--- config.mk ---
export PLATFORM = sky130hd
export DESIGN_NAME = int_controller
export DESIGN_NICKNAME = d
export VERILOG_FILES = /design/src/rtl/int_controller_pkg.sv /design/src/rtl/int_controller_prio_enc.sv /design/src/rtl/int_controller.sv
export SDC_FILE = /design/constraint.sdc
export NUM_CORES = 1
export LEC_CHECK = 0
export ABC_AREA = 1
export CAP_MARGIN = 5
export CELL_PAD_IN_SITES_DETAIL_PLACEMENT = 1
export CELL_PAD_IN_SITES_GLOBAL_PLACEMENT = 1
export CORE_ASPECT_RATIO = 0.75
export CORE_UTILIZATION = 36
export DETAILED_ROUTE_END_ITERATION = 16
export PLACE_DENSITY_LB_ADDON = 0.1
export SYNTH_ARGS = -nofsm -noshare
export SYNTH_HDL_FRONTEND = slang
export SYNTH_HIERARCHICAL = 1
export SYNTH_SLANG_ARGS = --single-unit
--- constraint.sdc ---
create_clock -name clk -period 2.03 [get_ports clk]
set_input_delay 0.406 -clock clk [delete_from_list [all_inputs] [get_ports clk]]
set_output_delay 0.406 -clock clk [all_outputs]
set_load 0.005 [all_outputs]
--- src/rtl/int_controller_pkg.sv ---
// int_controller_pkg: shared register offsets, FSM encoding and channel bound for int_controller
package int_controller_pkg;
  localparam int MAX_CH = 16;
  localparam logic [1:0] OFF_PEND = 2'd0;
  localparam logic [1:0] OFF_MASK = 2'd1;
  localparam logic [1:0] OFF_MODE = 2'd2;
  localparam logic [1:0] OFF_VEC  = 2'd3;
  typedef enum logic [1:0] {
    ST_IDLE   = 2'd0,
    ST_ACTIVE = 2'd1,
    ST_GAP    = 2'd2
  } state_t;
  // One bit per implemented channel; bits at or above n stay zero everywhere
  function automatic logic [MAX_CH-1:0] ch_mask(input int n);
    return (n >= MAX_CH) ? '1 : MAX_CH'((32'd1 << n) - 32'd1);
  endfunction
endpackage

--- src/rtl/int_controller_prio_enc.sv ---
// prio_enc: lowest-index priority encoder
//   i_req : request vector, bit 0 highest priority
//   o_idx : index of the lowest set bit (0 when none set)
//   o_any : at least one request set
module prio_enc #(
  parameter int NUM_CH = 8
) (
  input  logic [NUM_CH-1:0] i_req,
  output logic [3:0]        o_idx,
  output logic              o_any
);
  // Scan downwards so the lowest set index is the last to be written
  always_comb begin
    o_idx = '0;
    for (int i = NUM_CH - 1; i >= 0; i--)
      if (i_req[i]) o_idx = 4'(i);
  end
  assign o_any = |i_req;
endmodule

--- src/rtl/int_controller.sv ---
// int_controller: prioritised interrupt controller with IO-mapped PEND/MASK/MODE/VEC registers
//   clk, reset_n          : clock, asynchronous active-low reset
//   irq_in                : interrupt sources, bit 0 highest priority
//   IO_address, data_in   : CPU IO address and write data
//   IO_wren, IO_ren       : write strobe, read enable
//   H_en, L_en            : byte write enables for bits 15:8 / 7:0
//   IO_out                : combinational read data
//   int_rq, int_addr      : registered request and in-service vector
module int_controller
  import int_controller_pkg::*;
#(
  parameter int          NUM_CH  = 8,
  parameter logic [15:0] IO_BASE = 16'hFF00
) (
  input  logic              clk,
  input  logic              reset_n,
  input  logic [NUM_CH-1:0] irq_in,
  input  logic [15:0]       IO_address,
  input  logic [15:0]       data_in,
  input  logic              IO_wren,
  input  logic              IO_ren,
  input  logic              H_en,
  input  logic              L_en,
  output logic [15:0]       IO_out,
  output logic              int_rq,
  output logic [3:0]        int_addr
);
  localparam logic [15:0] CH_MASK = ch_mask(NUM_CH);
  logic [15:0] r_sync1, r_irq_s, r_irq_prev, r_pend, r_mask, r_mode;
  logic [3:0]  r_int_addr;
  state_t      r_state, w_next;
  logic [15:0] w_off, w_wmask, w_wdata, w_rise, w_clr, w_grant_clr, w_pend_next;
  logic [NUM_CH-1:0] w_req;
  logic        w_hit, w_wr_pend, w_wr_mask, w_wr_mode, w_eoi, w_any, w_grant;
  logic [3:0]  w_idx;
  // Unsigned offset from the base: anything outside 0..3 (including below base) misses
  assign w_off     = IO_address - IO_BASE;
  assign w_hit     = w_off < 16'd4;
  assign w_wr_pend = IO_wren && w_hit && w_off[1:0] == OFF_PEND;
  assign w_wr_mask = IO_wren && w_hit && w_off[1:0] == OFF_MASK;
  assign w_wr_mode = IO_wren && w_hit && w_off[1:0] == OFF_MODE;
  assign w_eoi     = IO_wren && w_hit && w_off[1:0] == OFF_VEC;
  assign w_wmask   = {{8{H_en}}, {8{L_en}}} & CH_MASK;
  assign w_wdata   = data_in & w_wmask;
  assign w_rise    = r_irq_s & ~r_irq_prev;
  assign w_req     = r_pend[NUM_CH-1:0] & r_mask[NUM_CH-1:0];
  prio_enc #(.NUM_CH(NUM_CH)) u_prio (
    .i_req(w_req),
    .o_idx(w_idx),
    .o_any(w_any)
  );
  assign w_grant     = r_state == ST_IDLE && w_any;
  // Granting an edge channel consumes its pending bit; level channels keep tracking the line
  assign w_grant_clr = w_grant ? (16'd1 << w_idx) & r_mode : '0;
  assign w_clr       = w_wr_pend ? w_wdata : '0;
  // Edge: a fresh rise overrides any clear in the same cycle. Level: mirror irq_s.
  assign w_pend_next = ((r_mode & ((r_pend & ~w_clr & ~w_grant_clr) | w_rise))
                       | (~r_mode & r_irq_s)) & CH_MASK;
  always_comb begin
    w_next = r_state;
    unique case (r_state)
      ST_IDLE:   w_next = w_any ? ST_ACTIVE : ST_IDLE;
      ST_ACTIVE: w_next = w_eoi ? ST_GAP : ST_ACTIVE;
      default:   w_next = ST_IDLE;
    endcase
  end
  always_ff @(posedge clk or negedge reset_n) begin
    if (!reset_n) begin
      r_sync1    <= '0;
      r_irq_s    <= '0;
      r_irq_prev <= '0;
      r_pend     <= '0;
      r_mask     <= '0;
      r_mode     <= '0;
      r_state    <= ST_IDLE;
      r_int_addr <= '0;
    end else begin
      r_sync1    <= 16'(irq_in);
      r_irq_s    <= r_sync1;
      r_irq_prev <= r_irq_s;
      r_pend     <= w_pend_next;
      if (w_wr_mask) r_mask <= (r_mask & ~w_wmask) | w_wdata;
      if (w_wr_mode) r_mode <= (r_mode & ~w_wmask) | w_wdata;
      r_state    <= w_next;
      if (w_grant) r_int_addr <= w_idx;
    end
  end
  // int_rq comes straight from the state register, so reset drops it asynchronously
  assign int_rq   = r_state == ST_ACTIVE;
  assign int_addr = r_int_addr;
  always_comb begin
    IO_out = '0;
    if (reset_n && IO_ren && w_hit)
      unique case (w_off[1:0])
        OFF_PEND: IO_out = r_pend;
        OFF_MASK: IO_out = r_mask;
        OFF_MODE: IO_out = r_mode;
        default:  IO_out = {int_rq, 11'b0, int_addr};
      endcase
  end
endmodule

* Word level (Yosys, flattened, before mapping)
Index checks and enable logic that the tools add are counted.
Storage, ports and cells: memory bits (writable) 0, output and inout bits 21, logic and storage cells 60, bits in registers 70, input bits 46, memories kept 0, bits in latches 0, memory bits (read-only) 0
Operators by class: order comparisons 1, equality and inequality tests 4, reduce and logical (&&, ||, !) cells 11, shift-type cells 1, bitwise gates (word level) 19, add/subtract/negate cells 1, divide/modulo/power cells 0, multiply operators 0, multiplexer cells 15
Operators with widths (number):
- 8-bit AND | 7
- 16-bit case mux with 3 select lines | 1
- 16-bit AND | 2
- 8-bit inverter | 4
- 16-bit bitwise OR | 2
- 3-bit two-way mux | 8
- 16-bit by 8-bit AND with 16-bit output | 1
- 16-bit by 3-bit < comparator with 1-bit output, second input constant | 1
- 16-bit two-way mux | 1
- 8-bit two-way mux | 2
- 8-bit inverter with 16-bit output | 1
- 8-bit bitwise OR | 2
- 16-bit subtractor, second input constant | 1
- 1-bit logical AND | 8
- 8-bit OR reduction | 1
- 1-bit by 3-bit << shifter with 8-bit output, first input constant | 1
- 2-bit by 1-bit == test with 1-bit output, second input constant | 2
- 2-bit == test, second input constant | 2
- 2-bit logical NOT | 2
- 2-bit case mux with 2 select lines | 1
- 2-bit two-way mux | 1
- 1-bit two-way mux | 1

* Logic depth before layout (Yosys ltp)
word-level depth 17, mapped depth 15, depth with buffers taken out 15

* Cells and area by module
Netlist, hierarchy kept.
Modules (own cells, without submodules):
- int_controller | area an instance 2692.6 um2, instances 1, seq. area each 1351.3 um2, cells each 342
- prio_enc | area an instance 110.1 um2, instances 1, seq. area each 0.0 um2, cells each 24

* Worst setup path after synthesis
Ideal clock, no wire load.
path type in2out, start input IO_address[13], end output IO_out[2], cell stages on the path 5, buffers on the path 0, setup slack 0.443 ns, required time 1.624 ns, data arrival time 1.181 ns, cell sequence nand2_1 nand3b_1 nor2_4 nand3_4 a21oi_1
On the way: longest elaborated chain between the ends 4
Ends and longest elaborated chain:
- start, declared | line int_controller.sv:18 | input logic [15:0] IO_address,
- 16-bit subtractor | line int_controller.sv:37 | assign w_off = IO_address - IO_BASE;
- 16-bit by 3-bit < comparator with 1-bit output | line int_controller.sv:38 | assign w_hit = w_off < 16'd4;
- 1-bit logical AND | line int_controller.sv:93 | if (reset_n && IO_ren && w_hit)
- 16-bit two-way mux | line int_controller.sv:93
- end, declared | line int_controller.sv:24 | output logic [15:0] IO_out,
No other way between the ends.

* Worst setup path after layout
start input IO_address[1], end output IO_out[5]
On the way: longest elaborated chain between the ends 4, elaborated cells between the ends (all ways) 8, classes of those cells 1 x add/sub; 1 x order compare; 2 x eq/ne; 2 x mux; 2 x reduce/logical
Ends and longest elaborated chain (line):
- 16-bit subtractor (*) | int_controller.sv:37
- 16-bit by 3-bit < comparator with 1-bit output, or another cell as far along | int_controller.sv:38
- 1-bit logical AND / 16-bit case mux with 3 select lines (equally long branches) | int_controller.sv:93, int_controller.sv:94
- 16-bit two-way mux (*) | int_controller.sv:93
Mark *: on every way between the ends. The rest lies on a longest branch, timed or not.

==> impl_metrics.toml <==
[cells_and_area]
antenna_cells = 0
drive_gt1_share_pct = 27.0
final.fill_count = 947
syn_to_final_growth_pct = 40.9
final_util_pct = 53.1
fin_nets = 512

[power_and_ir_drop]
vdd_drop_max_uv = 345
power.density_nw_per_um2 = 555
power_leakage_nw = 2.03

[floorplan]
die_width_um = 104
die_area_um2 = 8150
fp.dieH_um = 78.4
row_count = 27
ioPinCount = 67
initial_utilization_pct = 37.7
placeableCoreArea_um2 = 7430

[clock_network]
cts.clk_slew.worst_paths_ns = 0.10
insertion_delay_ns = 0.31
cts.sinks = 54
cts_max_path_buffers = 2
cts.hold.buffers_added = 0
cts_max_level = 2
cts_buffers = 5
root_buffer = "clkbuf_8"
cts_tree = "built"

[drt]
vias = 2743
vias_per_cell = 4.83
drt_iter0_markers = 119
ant_nets = 0
post_drt_wl_per_cell_um = 15.5
wl_mm = 8.81
drtPass1Iterations = 4
drc = 0

[global_routing]
grt_antenna_before_repair = 0
overflow = 0
grt_pass1_vias = 2942
track_usage_pct = 23.6
grt_pass1_wl_mm = 14.8
grt_max_degree = 55

[timing]
slew_headroom_pct = 53.8
finalClockSkew_ns = 0.0150
worst_slew_pin_slew_ns = 0.692
rsz0062_at_grt = "false"
setup_viol = 0
hold_viol = 0
slew_viol_final = 0
post-route-min-period_ns = 1.95
finalCritPeriodShare_pct = 96.0
timing.fmax_mhz = 513
whs_ns = 0.360

[critical_path]
required_ns = 1.62
path_class = "input pin to primary output"
worstPathMaxFanout = 11
r2r_slack_ns = 0.20
critPathTopFamily = "buffers and inverters"
cpPeakStageDelay_ns = 0.26
critical_path_buf_inv_count = 4
critPathLaunchType = "input pin"
cp_common_cell = "nand2_1"
end_kind = "primary output"
critPathSlowestCell = "clkdlybuf4s15_2"
arrival_ns = 1.54
path_cells = "clkdlybuf4s15_2, nand2_1, inv_1, buf_12, nand2_1, nand2_1, a21oi_1, nor2_2, dlygate4sd2_1"

[placement]
gp_congestion = 0.802
dp_hpwl_mm = 5.90
port_buffers = 50

[run]
drv_cap = 0

[synthesis]
syn-cell-area_um2 = 2800
ys_seq_area_share_pct = 48.2
yosysUniqueCellTypes = 24
syn_inst = 366
ys_seq_elements = 54
syn_area_per_cell_um2 = 7.66
ys.warnings.count = 6

[min_path]
min_path_type = "input pin to asynchronous set/reset pin"

[outcome]
status = "completed"
-- worst register-to-register path, stage by stage, from the launching register on --
cell and delay [ns]:
dfrtp_1 0.39, nand2_1 0.09, inv_1 0.07, inv_1 0.06
nand4_1 0.13, inv_1 0.05, nand2_1 0.06, nor3b_2 0.23
nand2_1 0.17, nor2_1 0.28, nor2_1 0.08, nand2_1 0.08
nand2_1 0.05
-- synthesized netlist by cell type (all sizes together) --
library cell  number  share of area (%)
a21oi              9                1.6
a31oi              1               0.22
buf               18                4.7
conb               2               0.27
dfrtp             54                 48
inv               45                6.0
nand2            144                 19
nand3             10                2.2
nand3b             2               0.54
nand4             28                7.3
nor2              42                7.0
nor3               2               0.71
nor3b              1               0.27
o21ai              7                1.2
or2                1               0.22
-- where the power goes --
group / internal, mW / switching [mW] / total [mW]
registers: 1.11 / 0.0149 / 1.12
clock network: 0.407 / 0.379 / 0.786
logic: 0.139 / 0.146 / 0.285
total: 1.65 / 0.541 / 2.19
-- area by class of cell --
type                    instances  area (um2)  share of cell area (%)
flip-flops and latches         54        1350                    34.2
multi-input cells             256        1280                    32.4
repair buffers                104         900                    22.8
inverters                      45         171                    4.34
well taps                     101         126                    3.20
clock buffers                   6        82.6                    2.09
clock inverters                 2        38.8                   0.982
-- kinds of logic (layout without fill, tap and decap cells) --
kind of cell           Yosys count  count (layout)  share of synthesized area, %
AO/OA/AOI/OAI                   17              17                          3.08
buffers and inverters           63             157                          10.8
flip-flops                      54              54                          48.2
other                            2               8                         0.268
AND/OR/NAND/NOR                230             231                          37.7
-- metrics by stage --
step                      total power, mW  setup WS (ns)  area [um2]  setup TNS, ns  cells
after floorplan                      1.23          0.443        2830              0    372
after global placement               1.38         -0.566        3540          -4.73    529
after detailed placement             1.38         -0.609        3540          -5.09    529
after CTS                            2.20        0.00101        3920              0    572
after global routing                 2.29        0.00957        3950              0    568
final                                2.19         0.0819        3950              0    568
-- layer usage --
layer  up-vias  GRT usage [%]  share of wire (%)  wire (um)
li1       1332              -                  -          -
met1      1346           29.9                 46       4060
met2        56           43.0                 49       4350
met3         9           3.57                3.5        309
met4         0           4.57               0.99         87
met5         -              0                  0          0
-- repair_timing --
action,4_1_cts,5_1_grt
setup buffers,34,0
pin swaps,15,19
resized for setup,90,42
gates cloned,1,0
endpoints found under the setup margin,9,17
endpoints found under the hold margin,0,0
-- cells in the final DEF (no fill, tap or decap), drive strengths merged, types with 7 or more instances in the layout --
master         count
inv               46
nand4             28
nand3             11
buf               69
conb               8
clkbuf            14
o21ai              7
nand2            144
clkdlybuf4s50     23
nor2              42
dfrtp             54
a21oi              9
-- path summary, 6_finish.rpt --
kind	cells past startpoint	end	startpoint
min	2	int_addr[3]$_DFFE_PN0P_	reset_n
max	9	IO_out[5]	IO_address[1]
min reg2reg	0	r_irq_s[7]$_DFF_PN0_	r_sync1[7]$_DFF_PN0_
min in group clk	0	r_irq_s[7]$_DFF_PN0_	r_sync1[7]$_DFF_PN0_
max reg2reg	12	r_pend[7]$_DFF_PN0_	register
max in group asynchronous	2	asynchronous set/reset pin	reset_n
No activity file was read; power rests on OpenSTA's default activity.
